**config.mk**
```make
export PLATFORM = sky130hd
export DESIGN_NAME = accm_seq
export DESIGN_NICKNAME = d
export VERILOG_FILES = /design/src/rtl/accm_pkg.sv /design/src/rtl/accm_ext_cnt.sv /design/src/rtl/accm_seq.sv
export SDC_FILE = /design/constraint.sdc
export NUM_CORES = 1
export LEC_CHECK = 0
export CAP_MARGIN = 20
export CELL_PAD_IN_SITES_DETAIL_PLACEMENT = 1
export CELL_PAD_IN_SITES_GLOBAL_PLACEMENT = 2
export CORE_UTILIZATION = 24
export DETAILED_ROUTE_END_ITERATION = 6
export GPL_TIMING_DRIVEN = 0
export PLACE_DENSITY_LB_ADDON = 0.1
export SETUP_SLACK_MARGIN = 0.2
export SLEW_MARGIN = 30
export SYNTH_ARGS = -nofsm -noshare
export SYNTH_HDL_FRONTEND = slang
export SYNTH_SLANG_ARGS = --single-unit
```
**constraint.sdc**
```tcl
create_clock -name clk -period 1.6 [get_ports clk]
set_input_delay 0.32 -clock clk [delete_from_list [all_inputs] [get_ports clk]]
set_output_delay 0.32 -clock clk [all_outputs]
set_load 0.1 [all_outputs]
```
**src/rtl/accm_pkg.sv**
```systemverilog
// Shared definitions for the ACCM accumulator job sequencer: FSM encoding and default widths.
package accm_pkg;

    localparam int XW_DEF = 8;
    localparam int AW_DEF = 11;

    localparam logic [2:0] ST_IDLE  = 3'd0;
    localparam logic [2:0] ST_CLR   = 3'd1;
    localparam logic [2:0] ST_RUN   = 3'd2;
    localparam logic [2:0] ST_DRAIN = 3'd3;
    localparam logic [2:0] ST_DONE  = 3'd4;

    typedef enum logic [2:0] {
        S_IDLE  = ST_IDLE,
        S_CLR   = ST_CLR,
        S_RUN   = ST_RUN,
        S_DRAIN = ST_DRAIN,
        S_DONE  = ST_DONE
    } state_t;

endpackage

```
**src/rtl/accm_ext_cnt.sv**
```systemverilog
// Carry-extension counter: counts accumulator carry-outs into EW extra sum bits
// and flags a wrap of the extension itself.
module accm_ext_cnt #(
    parameter int EW = 8
) (
    input  logic          clk,
    input  logic          rst,
    input  logic          clr,
    input  logic          ce,
    input  logic          co,
    output logic [EW-1:0] ext,
    output logic          ovf
);

    logic          co_chk_r;
    logic [EW-1:0] ext_r;
    logic          ovf_r;

    // co is only meaningful the cycle after an add, hence the one-cycle co_chk qualifier
    always_ff @(posedge clk) begin
        if (rst || clr) begin
            co_chk_r <= 1'b0;
            ext_r    <= '0;
            ovf_r    <= 1'b0;
        end else begin
            co_chk_r <= ce;
            if (co_chk_r && co) begin
                ext_r <= ext_r + EW'(1);
                if (&ext_r) begin
                    ovf_r <= 1'b1;
                end
            end
        end
    end

    assign ext = ext_r;
    assign ovf = ovf_r;

endmodule

```
**src/rtl/accm_seq.sv**
```systemverilog
// Job sequencer for the ACCM accumulator: clears it, streams n samples into it and reports a
// carry-extended sum. Define ACCM_SEQ_TIMEOUT_EN to abort stalled jobs after TMO idle cycles.
module accm_seq
    import accm_pkg::*;
#(
    parameter int XW  = XW_DEF,
    parameter int AW  = AW_DEF,
    parameter int NW  = 8,
    parameter int EW  = 8,
    parameter int TMO = 64
) (
    input  logic             clk,
    input  logic             rst,
    input  logic             start,
    input  logic [NW-1:0]    n,
    input  logic             s_valid,
    input  logic [XW-1:0]    s_data,
    output logic             s_ready,
    output logic             acc_clr,
    output logic             acc_ce,
    output logic [XW-1:0]    acc_x,
    input  logic [AW-1:0]    acc_in,
    input  logic             acc_co,
    output logic             busy,
    output logic             done,
    output logic [EW+AW-1:0] sum,
    output logic             ovf,
    output logic             err
);

    state_t           state_r;
    logic [NW-1:0]    rem_r;
    logic             s_ready_r;
    logic             acc_clr_r;
    logic             busy_r;
    logic             done_r;
    logic             zero_r;
    logic [EW+AW-1:0] sum_r;
    logic             ovf_r;
    logic             beat_s;
    logic [XW-1:0]    acc_x_s;
    logic [EW-1:0]    ext_s;
    logic             ext_ovf_s;

`ifdef ACCM_SEQ_TIMEOUT_EN
    localparam int SW = $clog2(TMO + 1);
    logic [SW-1:0] stall_r;
    logic          err_job_r;
    logic          err_r;
`endif

    // s_ready_r is high exactly while in RUN, so a beat needs no state decode
    always_comb begin
        beat_s = s_ready_r & s_valid;
        if (beat_s) begin
            acc_x_s = s_data;
        end else begin
            acc_x_s = '0;
        end
    end

    // sequencer FSM with rem/stall counters and registered result
    always_ff @(posedge clk) begin
        if (rst) begin
            state_r   <= S_IDLE;
            rem_r     <= '0;
            s_ready_r <= 1'b0;
            acc_clr_r <= 1'b0;
            busy_r    <= 1'b0;
            done_r    <= 1'b0;
            zero_r    <= 1'b0;
            sum_r     <= '0;
            ovf_r     <= 1'b0;
`ifdef ACCM_SEQ_TIMEOUT_EN
            stall_r   <= '0;
            err_job_r <= 1'b0;
            err_r     <= 1'b0;
`endif
        end else begin
            acc_clr_r <= 1'b0;
            done_r    <= 1'b0;
            case (state_r)
                S_IDLE: begin
                    // busy still high here means this is the done cycle: start is not yet taken
                    if (busy_r) begin
                        busy_r <= 1'b0;
                    end else if (start) begin
                        busy_r <= 1'b1;
`ifdef ACCM_SEQ_TIMEOUT_EN
                        err_job_r <= 1'b0;
`endif
                        if (n != '0) begin
                            rem_r     <= n;
                            zero_r    <= 1'b0;
                            acc_clr_r <= 1'b1;
                            state_r   <= S_CLR;
                        end else begin
                            zero_r  <= 1'b1;
                            state_r <= S_DONE;
                        end
                    end
                end
                S_CLR: begin
                    s_ready_r <= 1'b1;
`ifdef ACCM_SEQ_TIMEOUT_EN
                    stall_r   <= '0;
`endif
                    state_r   <= S_RUN;
                end
                S_RUN: begin
                    if (beat_s) begin
                        rem_r <= rem_r - NW'(1);
`ifdef ACCM_SEQ_TIMEOUT_EN
                        stall_r <= '0;
`endif
                        if (rem_r == NW'(1)) begin
                            s_ready_r <= 1'b0;
                            state_r   <= S_DRAIN;
                        end
                    end
`ifdef ACCM_SEQ_TIMEOUT_EN
                    else if (stall_r == SW'(TMO - 1)) begin
                        s_ready_r <= 1'b0;
                        err_job_r <= 1'b1;
                        state_r   <= S_DRAIN;
                    end else begin
                        stall_r <= stall_r + SW'(1);
                    end
`endif
                end
                S_DRAIN: begin
                    state_r <= S_DONE;
                end
                S_DONE: begin
                    done_r <= 1'b1;
                    if (zero_r) begin
                        sum_r <= '0;
                        ovf_r <= 1'b0;
                    end else begin
                        sum_r <= {ext_s, acc_in};
                        ovf_r <= ext_ovf_s;
                    end
`ifdef ACCM_SEQ_TIMEOUT_EN
                    err_r <= err_job_r;
`endif
                    state_r <= S_IDLE;
                end
                default: begin
                    s_ready_r <= 1'b0;
                    state_r   <= S_IDLE;
                end
            endcase
        end
    end

    accm_ext_cnt #(
        .EW (EW)
    ) u_ext (
        .clk (clk),
        .rst (rst),
        .clr (acc_clr_r),
        .ce  (beat_s),
        .co  (acc_co),
        .ext (ext_s),
        .ovf (ext_ovf_s)
    );

    assign s_ready = s_ready_r;
    assign acc_clr = acc_clr_r;
    assign acc_ce  = beat_s;
    assign acc_x   = acc_x_s;
    assign busy    = busy_r;
    assign done    = done_r;
    assign sum     = sum_r;
    assign ovf     = ovf_r;
`ifdef ACCM_SEQ_TIMEOUT_EN
    assign err     = err_r;
`else
    assign err     = 1'b0;
`endif

endmodule

```
==> results.cfg <==
[grt]
grt_pass1_vias = 1826
grt.overflow.total = 0
track_usage = 0.135
grt_pass1_wl_mm = 9.33
antenna_found_initial = 0
grt_max_degree = 17

[setup_path]
path_class = register to register
crit_required_ns = 1.83
cp-end-kind = register
critical_path.most_common_cell = buf_6
startpoint_type = register
critPathSlowestCell = or3b_4
path_cells = buf_6 -> or3b_4 -> buf_6 -> nand2b_4 -> o41ai_2 -> nand2_1 -> a21oi_1
path_max_fanout = 6
cpLargestDelayFamily = simple AND/OR/NAND/NOR gates
critPathArrivalTime_ns = 1.85
cp_num_buf_inv = 2
critical_path.max_stage_delay_ns = 0.38

[yosys]
synth-seq-cells = 46
synth_area_sq_mm = 0.00199
synthArstFlopShare = 0
synth.area.top_cells = dfxtp_1 (46%), a22o_1 (8.8%), nor2_1 (4.7%)
synth_common_cells = dfxtp_1 (46), nor2_1 (25), a22o_1 (20)
synth.most_common_cell = dfxtp_1
synth_top_flop_cell = dfxtp_1
syn_inst = 212
synth-edff-count = 0
yosysTopAreaCellShare = 0.463
synth.distinct_cells = 40
yosys.area.top_type = dfxtp_1
seq_area_frac_synth = 0.463
ys.warnings.count = 0
syn_nets = 247
avgSynthCellArea_sq_um = 9.38

[die]
core_area_sq_mm = 0.00789
start_util = 0.252
die_area_sq_mm = 0.00866
fp.dieH_um = 93.0
row_count = 32
io_pins = 66
die_width_um = 93.0

[drt]
wl_per_cell_um = 13.8
dr.pass1.iters = 4
drt-total-wl_mm = 5.57
via_per_inst = 4.59
dr_total_vias = 1849
drtIter0Drc = 32
post-route-drc-count = 0
ant_nets = 0

[sta]
setup_violations = 2
slew_viol_final = 0
tightest_slew_ns = 0.678
rsz0062_at_grt = true
clock_skew_ns = 0.00771
period_minus_slack_ns = 1.63
timing.hold.ws_ns = 0.390
fin_crit_sh = 1.02
finalHoldViolations = 0
maxSlewHeadroom = 0.544
setup_slack_ns = -0.0251
fmax_mhz = 615
final.setup.tns_ns = -0.0272

[power]
peakVddDrop_v = 0.000375
powerDensity_mw_per_mm2 = 1010
p_leak_nw = 1.32

[clocking]
cts_tree = built
cts_sinks = 46
cts.clk_slew.worst_paths_ns = 0.09
clk_latency_ns = 0.30
cts-root-buf = clkbuf_8
htree_levels = 2
cts_made_buffers = 5
clockBufferDepth = 2

[finish]
fin_nets = 335
diodes = 0
drive_above_1_share = 0.385
area_growth_pct = 59.9
fillers = 914

[flow_run]
cap_violations = 0

[hold_path]
hp-class = primary input to register

[placed_design]
dpl.hpwl_mm = 3.89
routabilityCongestion = 0.684
portBuffers = 63

[status]
status = finished with violations
violations = negative setup slack
## cells in the final DEF, fill, tap and decap left out, types with 3 or more instances in the layout
master	n
clkbuf_2	5
mux2i_1	3
clkbuf_1	3
or4_4	3
a211oi_1	3
dlygate4sd2_1	11
ha_1	3
nand2_1	16
nor2_1	21
clkdlybuf4s15_1	3
buf_12	10
o21ai_2	4
nand4_1	3
xor2_1	4
dfxtp_1	41
a22o_1	20
clkbuf_4	12
o21ai_1	4
and3_4	8
a21oi_1	12
buf_6	9
buf_4	28
clkdlybuf4s50_1	12
xnor2_1	3
clkbuf_8	6
dfxtp_2	3
nor3_1	5
nor2_2	4
## registers in the layout, indices dropped and copies added (netlist names)
signal          flops
acc_clr             1
s_ready             1
rem_r               8
u_ext.ext           8
sum                19
busy                1
ovf                 1
u_ext.ovf           1
u_ext.co_chk_r      1
state_r             3
zero_r              1
done                1
## layer usage
metal | vias up | part of all wire | track usage
li1 | 927 | - | -
met1 | 877 | 0.50 | 0.192
met2 | 40 | 0.45 | 0.210
met3 | 5 | 0.044 | 0.0301
met4 | 0 | 0.0059 | 0.0269
met5 | - | 0 | 0
## timing repair
action	in CTS	in global routing
hold buffers	0	0
resized for setup	262	29
pin swaps	25	8
endpoints found under the setup margin	72	57
buffers inserted	9	9
## area by class of cell
class	instances	area, sq um	area share
repair buffers	81	796	0.250
inverters	4	18.8	0.00590
clock buffers	5	68.8	0.0216
well taps	102	128	0.0401
flip-flops and latches	46	932	0.293
multi-input cells	148	1100	0.346
clock inverters	3	22.5	0.00708
plain buffers	14	114	0.0358
## logic make-up after synthesis
kind of cell	synth area share
buffers and inverters	0.0509
muxes	0.0151
and+or+nand+nor	0.210
AOI/OAI and AO/OA	0.209
DFF	0.463
adders and majority gates	0.0189
xor gates and xnor gates	0.0308
other	0.00188
## path summary, 6_finish.rpt
check / from / endpoint / slack [ns] / cells after the start
hold reg to reg: u_ext.ovf / ovf / 0.48 / 1
hold / removal: n[7] / rem_r[7] / 0.39 / 5
setup reg to reg: state_r[0] / rem_r[5] / -0.03 / 7
setup / recovery: state_r[0] / rem_r[5] / -0.03 / 7
## tightest hold or removal path, delay by kind of cell
| family | cells | cell delay (ns) |
|---|---|---|
| buf+inv | 1 | 0.09 |
| simple gates | 2 | 0.12 |
| compound gates | 2 | 0.11 |
## through the flow
step,power [mW],util,cell area (sq um),cells,worst slack [ns]
2_1_floorplan,2.01,-,2070,212,0.0895
3_3_place_gp,2.29,0.359,2830,377,-1.20
3_5_place_dp,2.28,0.359,2830,377,-1.18
4_1_cts,3.17,0.387,3060,394,-0.0417
5_1_grt,3.39,0.403,3180,403,-0.122
6_report,3.21,0.403,3180,403,-0.0251
## report_power, final
part	switching (mW)	internal, mW	total [mW]
logic	0.694	0.497	1.19
registers	0.0684	1.22	1.29
clock network	0.420	0.314	0.734
Note: power is estimated with default switching activity, not from simulation.
